--- src/rtl/noc_switch_control.sv ---
// Switch allocator for a Hermes-style mesh router: round-robin picks a requesting
// input buffer, routes its header XY-first, and holds the output until freed.
module noc_switch_control #(
  parameter int                    FLIT_WIDTH = 32,
  parameter logic [FLIT_WIDTH-1:0] ADDRESS    = '0,
  parameter int                    NPORT      = 5
) (
  input  logic                        clock,
  input  logic                        reset,
  input  logic [NPORT-1:0]            req_i,
  input  logic [NPORT*FLIT_WIDTH-1:0] header_i,
  input  logic [NPORT-1:0]            free_i,
  output logic [NPORT-1:0]            ack_o,
  output logic [NPORT*3-1:0]          sel_o,
  output logic [NPORT-1:0]            out_busy_o,
  output logic [NPORT-1:0]            in_busy_o,
  output logic [1:0]                  fsm_state
);

  localparam int AW = FLIT_WIDTH / 4;

  localparam logic [1:0] S_IDLE  = 2'd0;
  localparam logic [1:0] S_ROUTE = 2'd1;
  localparam logic [1:0] S_GRANT = 2'd2;

  localparam logic [2:0] P_EAST  = 3'd0;
  localparam logic [2:0] P_WEST  = 3'd1;
  localparam logic [2:0] P_NORTH = 3'd2;
  localparam logic [2:0] P_SOUTH = 3'd3;
  localparam logic [2:0] P_LOCAL = 3'd4;

  logic [1:0]            state;
  logic [2:0]            ptr;
  logic [2:0]            cur_in;
  logic [FLIT_WIDTH-1:0] cur_hdr;
  logic [2:0]            sel_r [NPORT];

  logic [NPORT-1:0]      eligible;
  logic                  found;
  logic [2:0]            pick;
  logic [2:0]            scan_idx;
  logic [FLIT_WIDTH-1:0] pick_hdr;
  logic [AW-1:0]         tx, ty, lx, ly;
  logic [2:0]            route_out;

  assign fsm_state = state;

  // Round-robin scan starts one past the last selected input.
  always_comb begin
    eligible = req_i & ~in_busy_o;
    found    = 1'b0;
    pick     = ptr;
    scan_idx = '0;
    for (int k = 1; k <= NPORT; k++) begin
      scan_idx = 3'((int'(ptr) + k) % NPORT);
      if (!found && eligible[scan_idx]) begin
        found = 1'b1;
        pick  = scan_idx;
      end
    end
  end

  always_comb begin
    pick_hdr = '0;
    for (int i = 0; i < NPORT; i++) begin
      if (pick == 3'(i)) pick_hdr = header_i[i*FLIT_WIDTH +: FLIT_WIDTH];
    end
  end

  // XY routing: resolve the x axis fully before moving in y.
  always_comb begin
    tx = cur_hdr[2*AW-1:AW];
    ty = cur_hdr[AW-1:0];
    lx = ADDRESS[2*AW-1:AW];
    ly = ADDRESS[AW-1:0];
    if (tx > lx)      route_out = P_EAST;
    else if (tx < lx) route_out = P_WEST;
    else if (ty > ly) route_out = P_NORTH;
    else if (ty < ly) route_out = P_SOUTH;
    else              route_out = P_LOCAL;
  end

  always_comb begin
    sel_o = '0;
    for (int o = 0; o < NPORT; o++) sel_o[o*3 +: 3] = sel_r[o];
  end

  always_ff @(posedge clock or negedge reset) begin
    if (!reset) begin
      state      <= S_IDLE;
      ptr        <= 3'(NPORT - 1);
      cur_in     <= '0;
      cur_hdr    <= '0;
      ack_o      <= '0;
      out_busy_o <= '0;
      in_busy_o  <= '0;
      for (int o = 0; o < NPORT; o++) sel_r[o] <= '0;
    end else begin
      ack_o <= '0;
      // Frees land first; ROUTE below only grants outputs that were free before this edge.
      for (int o = 0; o < NPORT; o++) begin
        if (free_i[o] && out_busy_o[o]) begin
          out_busy_o[o]       <= 1'b0;
          in_busy_o[sel_r[o]] <= 1'b0;
        end
      end
      case (state)
        S_IDLE: begin
          if (found) begin
            cur_in  <= pick;
            cur_hdr <= pick_hdr;
            ptr     <= pick;
            state   <= S_ROUTE;
          end
        end
        S_ROUTE: begin
          if (!out_busy_o[route_out]) begin
            out_busy_o[route_out] <= 1'b1;
            sel_r[route_out]      <= cur_in;
            in_busy_o[cur_in]     <= 1'b1;
            state                 <= S_GRANT;
          end else begin
            state <= S_IDLE;
          end
        end
        S_GRANT: begin
          ack_o[cur_in] <= 1'b1;
          state         <= S_IDLE;
        end
        default: state <= S_IDLE;
      endcase
    end
  end

endmodule

--- config.mk ---
export PLATFORM = sky130hd
export DESIGN_NAME = noc_switch_control
export DESIGN_NICKNAME = d
export VERILOG_FILES = /design/src/rtl/noc_switch_control.sv
export SDC_FILE = /design/constraint.sdc
export NUM_CORES = 1
export LEC_CHECK = 0
export CORE_ASPECT_RATIO = 0.7
export CORE_MARGIN = 3
export CORE_UTILIZATION = 60
export CTS_BUF_LIST = sky130_fd_sc_hd__clkbuf_4
export DETAILED_ROUTE_END_ITERATION = 7
export DONT_BUFFER_PORTS = 1
export MAX_ROUTING_LAYER = met4
export PLACE_DENSITY_LB_ADDON = 0.15
export SLEW_MARGIN = 10
export SYNTH_ARGS = -nofsm -noshare
export SYNTH_HDL_FRONTEND = slang
export SYNTH_SLANG_ARGS = --single-unit
--- constraint.sdc ---
create_clock -name clock -period 6.7 [get_ports clock]
set_input_delay 1.34 -clock clock [delete_from_list [all_inputs] [get_ports clock]]
set_output_delay 1.34 -clock clock [all_outputs]
set_load 0.03 [all_outputs]
==> flow_metrics.tcl <==
set metrics [dict create \
    drc 0 \
    antennaDiodeCount 0 \
    fmax_ghz 0.164 \
    post-route-period-util_pct 90.8 \
    die_y_um 79.3 \
    worst_pin_slew_ns 0.728 \
    max-cap-violations 0 \
    crit_top_cell "ha_1" \
    worstPathRequired_ns 6.92 \
    cts_tree "built" \
    synth.avg_cell_area_sq_um 8.43 \
    worst_path_dominant_cell_family "compound AO/OA/AOI/OAI gates" \
    cp-start-kind "register" \
    top_layer "met4" \
    first_global_vias 4082 \
    synth_cell_type_count 85 \
    gp_congestion 0.954 \
    netlist_instances 546 \
    clock_skew_ns 0.0103 \
    synth_top_area_share_pct 23.4 \
    clk_latency_ns 0.36 \
    rsz0062_at_grt "no" \
    via_count 4344 \
    end_kind "register" \
    met3WireLength_mm 1.11 \
    routed_via_density 6.83 \
    antenna_found_initial 0 \
    async_flop_share_pct 100 \
    final_max_slew_viol_count 0 \
    yosysSeqAreaShare_pct 24.0 \
    core_sq_mm 0.00738 \
    path_class "reg2reg" \
    crit_buf_inv 3 \
    port-buffer-count 0 \
    hold_viol_final 0 \
    synth_area_sq_mm 0.00460 \
    dieArea_sq_mm 0.00877 \
    hpwlAfterDp_mm 9.43 \
    synthFlopType "dfrtp_1" \
    yosys_warnings 0 \
    min_path_type "reg2reg" \
    setup_violations 0 \
    cts.sinks 44 \
    wl_mm 12.4 \
    setup_tns_ns 0 \
    clk_path_buf_depth 2 \
    crit_chain "ha_1 -> xnor2_4 -> inv_2 -> ha_1 -> nor3_1 -> o22ai_1 -> xnor2_1 -> ha_1 -> inv_1 -> a222oi_1 -> a21oi_2 -> mux2_4 -> mux2i_1 -> o221ai_2 -> nand4_2 -> o211ai_1 -> o21a_1 -> buf_4 -> nand4b_2 -> o22ai_1 -> a41oi_1" \
    track_usage_pct 28.2 \
    cp.arrival_ns 6.30 \
    path_clk_slew_ns 0.14 \
    wl_per_cell_um 19.6 \
    initial_utilization_pct 62.3 \
    drive_above_1_share_pct 13.2 \
    drtIter0Drc 470 \
    fin_ws_ns 0.615 \
    pre_cts_ws_ns 0.507 \
    grt_pass1_wl_mm 20.1 \
    rows 26 \
    crit_slowest_cell "o21a_1" \
    utilization_pct 64.2 \
    ys_seq_elements 44 \
    htree_levels 2 \
    crit_path_max_fanout 18 \
    grt_remaining_overflow 0 \
    synth_largest_area_cell "dfrtp_1" \
    top_level_ports 204 \
    area.growth.synth_to_final_pct 3.13 \
    root_buffer "clkbuf_4" \
    first_pass_iters 5 \
    synth_edf_count 0 \
    drtAntennaViolNets 0 \
    crit_path_max_incr_delay_ns 0.48 \
    numCtsBuffers 5 \
    grt_max_degree 50 \
    status "finished, final reports clean" \
    die_x_um 111 \
    dr_wl_met2_mm 5.48 \
    relSlewSlack_pct 51.4 \
    finalCriticalPeriod_ns 6.09 \
    m1WireLength_mm 5.75 \
    final_nets 738 \
    yosys-top-cells-area "dfrtp_1 23%, ha_1 7.6%, mux2_2 5.4%" \
]
==> final cells by class <==
cell class	instances	area [sq um]
repair buffers	11	82.6
clock buffers	5	37.5
fillers	636	2640
inverters	41	154
multi-input cells	434	3200
clock inverters	3	46.3
flip-flops and latches	44	1100
well taps	98	123
==> stage by stage <==
stage / hold WS, ns / area, sq um / std cells
CTS: 0.627 / 4730 / 636
global placement: 0.595 / 4650 / 628
global route: 0.614 / 4740 / 636
detailed placement: 0.593 / 4650 / 628
floorplan: 0.520 / 4630 / 553
finish: 0.641 / 4740 / 636
==> flip-flops by register name, summed over array words and instances (netlist names) <==
register and flops:
ptr 3, out_busy_o 3, fsm_state 2, ack_o 5, cur_hdr 16, in_busy_o 5
cur_in 1, sel_o 9
==> cells in the mapped netlist (13+ instances only) <==
library cell / count
a21oi_1: 23
ha_1: 28
a22oi_1: 17
nand3_1: 18
or2_0: 16
dfrtp_1: 43
nand2_1: 36
o21ai_0: 26
mux2_2: 22
a41oi_1: 16
nor2_1: 25
o22ai_1: 18
nor3_1: 13
inv_1: 38
==> worst register-to-register path: cells and delay by family, from the launching register on <==
kind            cells  cell delay, ns
flops               1            0.45
compound gates      8            2.05
xor+xnor            2            0.66
mux                 2            0.52
simple gates        3            0.96
buf+inv             3            0.54
fa+ha+maj           3            0.79
==> routing by layer <==
layer  track usage, %  vias to the layer above
met4             4.43                        0
met2             43.4                      221
li1                 -                     2039
met3             5.94                       10
met1             39.2                     2074
met5                -                        -
==> repair_timing <==
item	in CTS	in global routing
setup endpoints to repair	0	1
setup buffers	0	0
resized for setup	0	1
hold buffers	0	0
==> cell usage in the layout, fill, tap and decap left out, types with 3 or more instances in the layout <==
| master | instances |
|---|---|
| buf_4 | 11 |
| o21ai_0 | 26 |
| and3_1 | 5 |
| conb_1 | 8 |
| a41oi_1 | 16 |
| clkbuf_4 | 5 |
| or2_0 | 16 |
| or2_2 | 3 |
| dfrtp_1 | 43 |
| nor4_1 | 10 |
| nand3b_1 | 4 |
| mux2_2 | 22 |
| a31oi_1 | 4 |
| nand2b_1 | 11 |
| ha_1 | 28 |
| nand4_1 | 4 |
| o22ai_1 | 17 |
| a22oi_1 | 17 |
| nand3_1 | 18 |
| a32o_1 | 3 |
| mux4_2 | 3 |
| o2111ai_1 | 4 |
| or3_1 | 3 |
| inv_1 | 38 |
| a21o_1 | 5 |
| a21oi_1 | 23 |
| nor3b_1 | 5 |
| nor3_1 | 12 |
| nor2_1 | 25 |
| xnor2_1 | 7 |
| a211oi_1 | 7 |
| o211ai_1 | 6 |
| a211o_1 | 7 |
| mux2i_1 | 12 |
| nand2_1 | 36 |
| nor2b_1 | 11 |
==> final timing paths <==
| path | startpoint | endpoint | slack (ns) | depth (start not counted) |
|---|---|---|---|---|
| min in group asynchronous | reset | sel_o[13] | 0.65 | 0 |
| worst max-delay path | ptr[1] | cur_hdr[4] | 0.61 | 21 |
| max in group asynchronous | reset | ptr[2] | 5.85 | 0 |
| worst min-delay path | cur_hdr[14] | cur_hdr[14] | 0.64 | 2 |
| worst max register to register | ptr[1] | cur_hdr[4] | 0.61 | 21 |
| worst min register to register | cur_hdr[14] | cur_hdr[14] | 0.64 | 2 |
==> kinds of logic after synthesis <==
family / share of synthesized area (%)
other cells: 0.0815
xor+xnor: 2.04
fa+ha+maj: 8.05
compound gates: 26.3
flops: 24.0
simple gates: 22.2
buf+inv: 7.56
mux: 9.79
Power is not shown: default switching activity piles up to over one toggle a cycle in this logic, so the estimate is an artifact.
